**src/rtl/product_accumulator_if.sv**
```systemverilog
// Product-beat input stream and group-result output stream of the product accumulator.
// Latency: none (wires only); the block adds one cycle from last beat to result.
// Backpressure: in_ready deasserts while a result waits; out_ready releases it.
interface product_accumulator_if #(
   parameter int ACC_W = 72,
   parameter int CNT_W = 8
);
   logic             in_valid;
   logic             in_ready;
   logic [63:0]      in_p;
   logic             in_last;
   logic             out_valid;
   logic             out_ready;
   logic [ACC_W-1:0] out_sum;
   logic [CNT_W-1:0] out_count;
   logic             out_ovf;

   // Producer of beats and consumer of results.
   modport master (
      output in_valid, in_p, in_last, out_ready,
      input  in_ready, out_valid, out_sum, out_count, out_ovf
   );

   // The accumulator itself.
   modport slave (
      input  in_valid, in_p, in_last, out_ready,
      output in_ready, out_valid, out_sum, out_count, out_ovf
   );
endinterface

```
**src/rtl/product_accumulator.sv**
```systemverilog
// Sums groups of 64-bit products into an ACC_W accumulator with saturating beat count and sticky carry flag.
// Latency: result visible 1 cycle after the in_last beat; one beat per cycle while accumulating.
// Backpressure: in_ready=0 while the result is held; the hold lasts until out_ready=1, then state clears.
module product_accumulator #(
   parameter int ACC_W = 72,
   parameter int CNT_W = 8
) (
   input  logic                 clk,
   input  logic                 rst,
   product_accumulator_if.slave bus
);
   typedef enum logic {ACCUM = 1'b0, HOLD = 1'b1} state_t;

   state_t           state_q, state_d;
   logic [ACC_W-1:0] acc_q, acc_d;
   logic [CNT_W-1:0] count_q, count_d;
   logic             ovf_q, ovf_d;

   // One extra bit on top of the accumulator captures the carry out of ACC_W.
   logic [ACC_W:0]   sum_ext;
   assign sum_ext = {1'b0, acc_q} + {{(ACC_W + 1 - 64){1'b0}}, bus.in_p};

   // State and accumulator registers; reset wins over any handshake in the same cycle.
   always_ff @(posedge clk) begin
      if (rst) begin
         state_q <= ACCUM;
         acc_q   <= '0;
         count_q <= '0;
         ovf_q   <= 1'b0;
      end else begin
         state_q <= state_d;
         acc_q   <= acc_d;
         count_q <= count_d;
         ovf_q   <= ovf_d;
      end
   end

   // Next-state: accumulate beats in ACCUM, hold the result until out_ready, then clear.
   always_comb begin
      state_d = state_q;
      acc_d   = acc_q;
      count_d = count_q;
      ovf_d   = ovf_q;
      case (state_q)
         ACCUM: begin
            if (bus.in_valid) begin
               acc_d = sum_ext[ACC_W-1:0];
               ovf_d = ovf_q | sum_ext[ACC_W];
               if (count_q != {CNT_W{1'b1}}) begin
                  count_d = count_q + {{(CNT_W - 1){1'b0}}, 1'b1};
               end
               if (bus.in_last) begin
                  state_d = HOLD;
               end
            end
         end
         HOLD: begin
            // Input side is ignored here, so a beat offered alongside out_ready waits a cycle.
            if (bus.out_ready) begin
               state_d = ACCUM;
               acc_d   = '0;
               count_d = '0;
               ovf_d   = 1'b0;
            end
         end
         default: begin
            state_d = ACCUM;
         end
      endcase
   end

   // Handshakes decode straight from the state register; results are the live registers.
   assign bus.in_ready  = (state_q == ACCUM);
   assign bus.out_valid = (state_q == HOLD);
   assign bus.out_sum   = acc_q;
   assign bus.out_count = count_q;
   assign bus.out_ovf   = ovf_q;
endmodule

```
**src/flat_wrapper.sv**
```systemverilog
// flat-port wrapper written by rule: the top's interface ports become plain ports
module product_accumulator_flat 
#(
   parameter int ACC_W = 72,
   parameter int CNT_W = 8
)
  (clk, rst, bus_in_valid, bus_in_p, bus_in_last, bus_out_ready, bus_in_ready, bus_out_valid, bus_out_sum, bus_out_count, bus_out_ovf);
  product_accumulator_if #(.ACC_W(ACC_W), .CNT_W(CNT_W)) bus_i ();
  input  logic clk;
  input  logic rst;
  input wire logic [$bits(bus_i.in_valid)-1:0] bus_in_valid;
  input wire logic [$bits(bus_i.in_p)-1:0] bus_in_p;
  input wire logic [$bits(bus_i.in_last)-1:0] bus_in_last;
  input wire logic [$bits(bus_i.out_ready)-1:0] bus_out_ready;
  output wire logic [$bits(bus_i.in_ready)-1:0] bus_in_ready;
  output wire logic [$bits(bus_i.out_valid)-1:0] bus_out_valid;
  output wire logic [$bits(bus_i.out_sum)-1:0] bus_out_sum;
  output wire logic [$bits(bus_i.out_count)-1:0] bus_out_count;
  output wire logic [$bits(bus_i.out_ovf)-1:0] bus_out_ovf;
  assign bus_i.in_valid = bus_in_valid;
  assign bus_i.in_p = bus_in_p;
  assign bus_i.in_last = bus_in_last;
  assign bus_i.out_ready = bus_out_ready;
  assign bus_in_ready = bus_i.in_ready;
  assign bus_out_valid = bus_i.out_valid;
  assign bus_out_sum = bus_i.out_sum;
  assign bus_out_count = bus_i.out_count;
  assign bus_out_ovf = bus_i.out_ovf;
  product_accumulator #(.ACC_W(ACC_W), .CNT_W(CNT_W)) u_core (.clk(clk), .rst(rst), .bus(bus_i));
endmodule
```
**config.mk**
```make
export PLATFORM = sky130hd
export DESIGN_NAME = product_accumulator_flat
export DESIGN_NICKNAME = d
export VERILOG_FILES = /design/src/rtl/product_accumulator_if.sv /design/src/rtl/product_accumulator.sv /design/src/flat_wrapper.sv
export SDC_FILE = /design/constraint.sdc
export NUM_CORES = 1
export LEC_CHECK = 0
export ABC_AREA = 1
export CORE_MARGIN = 2
export CORE_UTILIZATION = 50
export DETAILED_ROUTE_END_ITERATION = 16
export HOLD_SLACK_MARGIN = 0.15
export PLACE_DENSITY_LB_ADDON = 0.25
export SLEW_MARGIN = 10
export SYNTH_ARGS = -nofsm -noshare
export SYNTH_HDL_FRONTEND = slang
export SYNTH_SLANG_ARGS = --single-unit
export TNS_END_PERCENT = 50
```
**constraint.sdc**
```tcl
create_clock -name clk -period 1.93 [get_ports clk]
set_input_delay 0.4825 -clock clk [delete_from_list [all_inputs] [get_ports clk]]
set_output_delay 0.4825 -clock clk [all_outputs]
set_load 0.05 [all_outputs]
```
==> impl_metrics.py, run 1 <==
metrics = {
    "place": {
        "place_ws_ns": -0.9636,
        "gp_congestion": 1.069,
        "post_dp_cell_area_um2": 12940,
        "dp_hpwl_um": 30980,
        "port_buffers": 151,
        "dp_cells": 2378,
    },
    "logic_synthesis": {
        "synthArstFlopShare_pct": 0,
        "yosysSeqAreaShare_pct": 17.69,
        "synth-seq-cells": 82,
        "synth_nets": 1886,
        "synth_area_um2": 9280,
        "synthTopCellsByArea": "nand2_1, dfxtp_1, inv_1",
        "synthCells": 1751,
        "synth_top_cell_area_share_pct": 29.12,
        "syn_area_per_cell_um2": 5.300,
        "synth_cell_types": 37,
        "yosys_warnings": 0,
        "synthFlopType": "dfxtp_1",
        "synth.largest_area_cell": "nand2_1",
        "synth_edf_count": 0,
    },
    "die": {
        "io-pin-count": 152,
        "die_w_um": 140.2,
        "rows": 49,
        "initial_core_util_pct": 51.31,
        "dieHeight_um": 140.2,
    },
    "timing": {
        "postGrtWorstEndpoint": "u_core.bus.out_sum[12]$_SDFFE_PP0P_/D",
        "worstEndpointType": "register input",
    },
    "clocking": {
        "h-tree-depth": 3,
        "cts_root_buffer": "clkbuf_16",
        "ctsHoldBuffers": 0,
        "cts_sinks": 82,
        "cts_made_buffers": 9,
        "cts_buffer_depth": 2,
    },
    "global_route": {
        "globalRouteOverflowTotal": 247,
        "grt_usage_pct": 85.79,
        "grt_max_degree": 47,
    },
    "run_status": {
        "error_line": "[ERROR GRT-0232] Routing congestion too high. Check the congestion heatmap in the GUI.",
        "flow.stopped_at": "global routing",
        "status": "did not finish",
    },
}
## Yosys cell counts, drive strengths merged, types with 10 or more instances
cell,number
a21oi,153
buf,12
clkbuf,10
dfxtp,82
ha,65
inv,358
nand2,744
nand3,87
nand3b,17
nor2,131
nor3,20
o21ai,38
## per-layer routing
metal  track usage, %  GRT overflow
met1            83.36             9
met2            99.43           148
met3            75.66             3
met4            87.29            86
met5            49.37             1
## cell families after synthesis
group / share of synthesized area (%)
AO/OA/AOI/OAI: 11.23
XOR/XNOR: 0.09440
adder cells (fa/ha/maj): 8.979
buffers and inverters: 15.49
flip-flops: 17.69
AND/OR/NAND/NOR: 46.51
## per-stage QoR
stage	utilization, %	setup TNS [ns]
floorplan	-	-0.02621
global placement	71.53	-48.62
detailed placement	71.53	-52.06
CTS	85.93	-1.052
## what timing repair did
action	4_1_cts
endpoints found under the hold margin	0
buffers inserted	42
setup endpoints to repair	68
pin swaps	170
gates cloned	0
gates resized for setup	562
==> run 2: changes to the inputs <==
- CORE_UTILIZATION: 50 -> 40
- HOLD_SLACK_MARGIN: 0.15 -> default
- PLACE_DENSITY_LB_ADDON: 0.25 -> 0.15
- clock period: 1.93 -> 2.5 ns (I/O delays scaled with it)
==> impl_metrics.py, run 2 <==
metrics = {
    "run_status": {
        "status": "finished clean",
    },
    "worst_hold_path": {
        "holdPathStages": 2,
        "hold_path_class": "reg2reg",
    },
    "clocking": {
        "h-tree-depth": 3,
        "ctsHoldBuffers": 0,
        "cts_root_buffer": "clkbuf_16",
        "cts_made_buffers": 9,
        "cts_buffer_depth": 2,
        "cts_sinks": 82,
        "clkTransAtPathRegs_ns": 0.07,
        "clk_latency_ns": 0.37,
        "cts_tree": "built",
    },
    "logic_synthesis": {
        "synthArstFlopShare_pct": 0,
        "synth-seq-cells": 82,
        "synth_most_common_cell": "nand2_1",
        "synth.largest_area_cell": "nand2_1",
        "synth_top_cell_area_share_pct": 29.12,
        "ys_top_cells_by_count": "nand2_1, inv_1, a21oi_1",
        "synth_nets": 1886,
        "synthCells": 1751,
        "synth_edf_count": 0,
        "synthFlopType": "dfxtp_1",
        "synth_cell_types": 37,
        "yosys_warnings": 0,
        "syn_area_per_cell_um2": 5.300,
        "yosysSeqAreaShare_pct": 17.69,
        "synthTopCellsByArea": "nand2_1, dfxtp_1, inv_1",
        "synth_area_um2": 9280,
    },
    "setup_path": {
        "crit_top_cell": "nand2_1",
        "cp-start-kind": "input pin",
        "r2r-start": "u_core.bus.out_sum[32]",
        "required_ns": 2.73,
        "r2r_cells": 13,
        "crit_chain": "clkdlybuf4s50_1 -> ha_2 -> nand2_2 -> nor2_1 -> nand2_1 -> nor3_1 -> nand2_2 -> nand2_1 -> nand2_1 -> nand3_2 -> a21oi_2",
        "endpoint": "u_core.bus.out_sum[60]",
        "max_stage_delay_ns": 0.42,
        "r2r_end": "u_core.bus.out_sum[62]",
        "crit_type": "in2reg",
        "critPathCaptureType": "register",
        "critPathLaunch": "bus_in_p[57]",
        "critPathMaxFanout": 5,
        "reg2reg_slack_ns": 0.32,
        "cp.arrival_ns": 2.69,
        "worst_path_max_delay_cell": "ha_2",
    },
    "timing": {
        "min_period_ns": 2.459,
        "whs_ns": 0.4903,
        "worst_pin_slew_ns": 0.6001,
        "hold_viol": 0,
        "setup_tns_ns": 0,
        "slew_headroom_pct": 59.99,
        "finalMaxSlewViolations": 0,
        "timing.fmax_ghz": 0.4066,
        "fin_ws_ns": 0.04065,
        "skew_ns": 0.01359,
        "period_share_pct": 98.37,
        "setup_viol": 0,
        "rsz0062_at_grt": "true",
    },
    "global_route": {
        "antenna_found_initial": 0,
        "grt_pass1_wl_um": 57160,
        "grt_pass1_vias": 10790,
        "globalRouteOverflowTotal": 0,
        "grt_usage_pct": 30.48,
        "grt_max_degree": 45,
    },
    "finish": {
        "area_growth_pct": 56.78,
        "largest_reg_flops": 72,
        "final_nets": 2249,
        "final_common_cell": "nand2_1",
        "drive_gt1_share_pct": 26.82,
        "antenna_cells": 0,
        "fin_util_pct": 64.07,
        "fill_cells": 2258,
        "layout.cells.most_common_list": "nand2_1, inv_1, buf_4, clkdlybuf4s50_1, a21oi_1",
    },
    "route": {
        "ant_nets": 0,
        "vias": 11830,
        "drt-initial-drc-count": 887,
        "routed_via_density": 4.923,
        "wirelength_um": 38650,
        "drc_errors": 0,
        "wire_per_inst_um": 16.08,
        "firstDrtPassIters": 5,
    },
    "job": {
        "cap_violations": 0,
    },
    "pwr": {
        "cellPowerDensity_nw_per_um2": 482.6,
        "p_leak_nw": 7.541,
        "vdd_ir_drop_max_mv": 0.3268,
    },
    "die": {
        "io-pin-count": 152,
        "core_area_um2": 22710,
        "die_area_um2": 24430,
        "dieHeight_um": 156.3,
        "die_w_um": 156.3,
        "rows": 55,
        "initial_core_util_pct": 40.87,
    },
    "place": {
        "dp_hpwl_um": 30710,
        "port_buffers": 151,
        "place_ws_ns": -0.5670,
        "gp_congestion": 0.9894,
    },
}
[run 2: layout make-up]
| cell class | count | area, um2 | area share, % |
|---|---|---|---|
| inverters | 358 | 1344 | 9.236 |
| repair buffers | 374 | 3268 | 22.46 |
| clock buffers | 9 | 225.2 | 1.548 |
| multi-input cells | 1289 | 7641 | 52.52 |
| clock inverters | 6 | 72.57 | 0.4988 |
| flip-flops and latches | 82 | 1642 | 11.28 |
| well taps | 285 | 356.6 | 2.451 |
[run 2: worst min-delay path by stage]
stage	end	slack [ns]	startpoint
after floorplan	u_core.bus.out_ovf	0.67	u_core.bus.out_ovf
after global placement	u_core.bus.out_sum[30]	0.47	u_core.bus.out_sum[30]
after detailed placement	u_core.bus.out_count[2]	0.47	u_core.bus.out_count[2]
after CTS	u_core.bus.out_sum[27]	0.49	u_core.bus.out_sum[27]
after global routing	u_core.bus.out_count[2]	0.52	u_core.bus.out_count[2]
final	u_core.bus.out_sum[62]	0.49	u_core.bus.out_sum[62]
[run 2: worst max-delay path: cells and delay by family]
kind	cells	cell delay, ns
compound gates	1	0.05
fa+ha+maj	1	0.42
simple gates	8	1.18
buf+inv	1	0.40
[run 2: through the flow]
stage / cell area (um2) / std cells / total power [W]
final: 14550 / 2403 / 0.007022
after detailed placement: 12650 / 2375 / 0.004970
after global placement: 12650 / 2375 / 0.004963
after global routing: 14550 / 2403 / 0.007403
after floorplan: 9280 / 1751 / 0.003488
after CTS: 13120 / 2393 / 0.006498
[run 2: timing repair]
item                                    CTS  global route
setup buffers                             3            10
pin swaps                                 4            63
endpoints found under the setup margin   42            58
resized for setup                        35           294
[run 2: per-layer routing]
| metal | GRT usage [%] | vias to the layer above | wire length, um |
|---|---|---|---|
| met3 | 3.489 | 43 | 2512 |
| met1 | 42.52 | 5309 | 17750 |
| met4 | 8.781 | 0 | 912 |
| met2 | 49.49 | 400 | 17480 |
| li1 | - | 6079 | - |
| met5 | 0 | - | 0 |
[run 2: power by group]
part | switching, W | leakage, nW | internal (W)
registers | 0.000158 | 0.672 | 0.00143
clock network | 0.000675 | 0.149 | 0.000787
logic | 0.00235 | 6.72 | 0.00163
[run 2: logic make-up after synthesis]
family	after synthesis	share of synthesized area, %
simple gates	1020	46.51
buf+inv	380	15.49
compound gates	202	11.23
flops	82	17.69
fa+ha+maj	66	8.979
xor+xnor	1	0.09440
(Power assumes the default switching activity.)
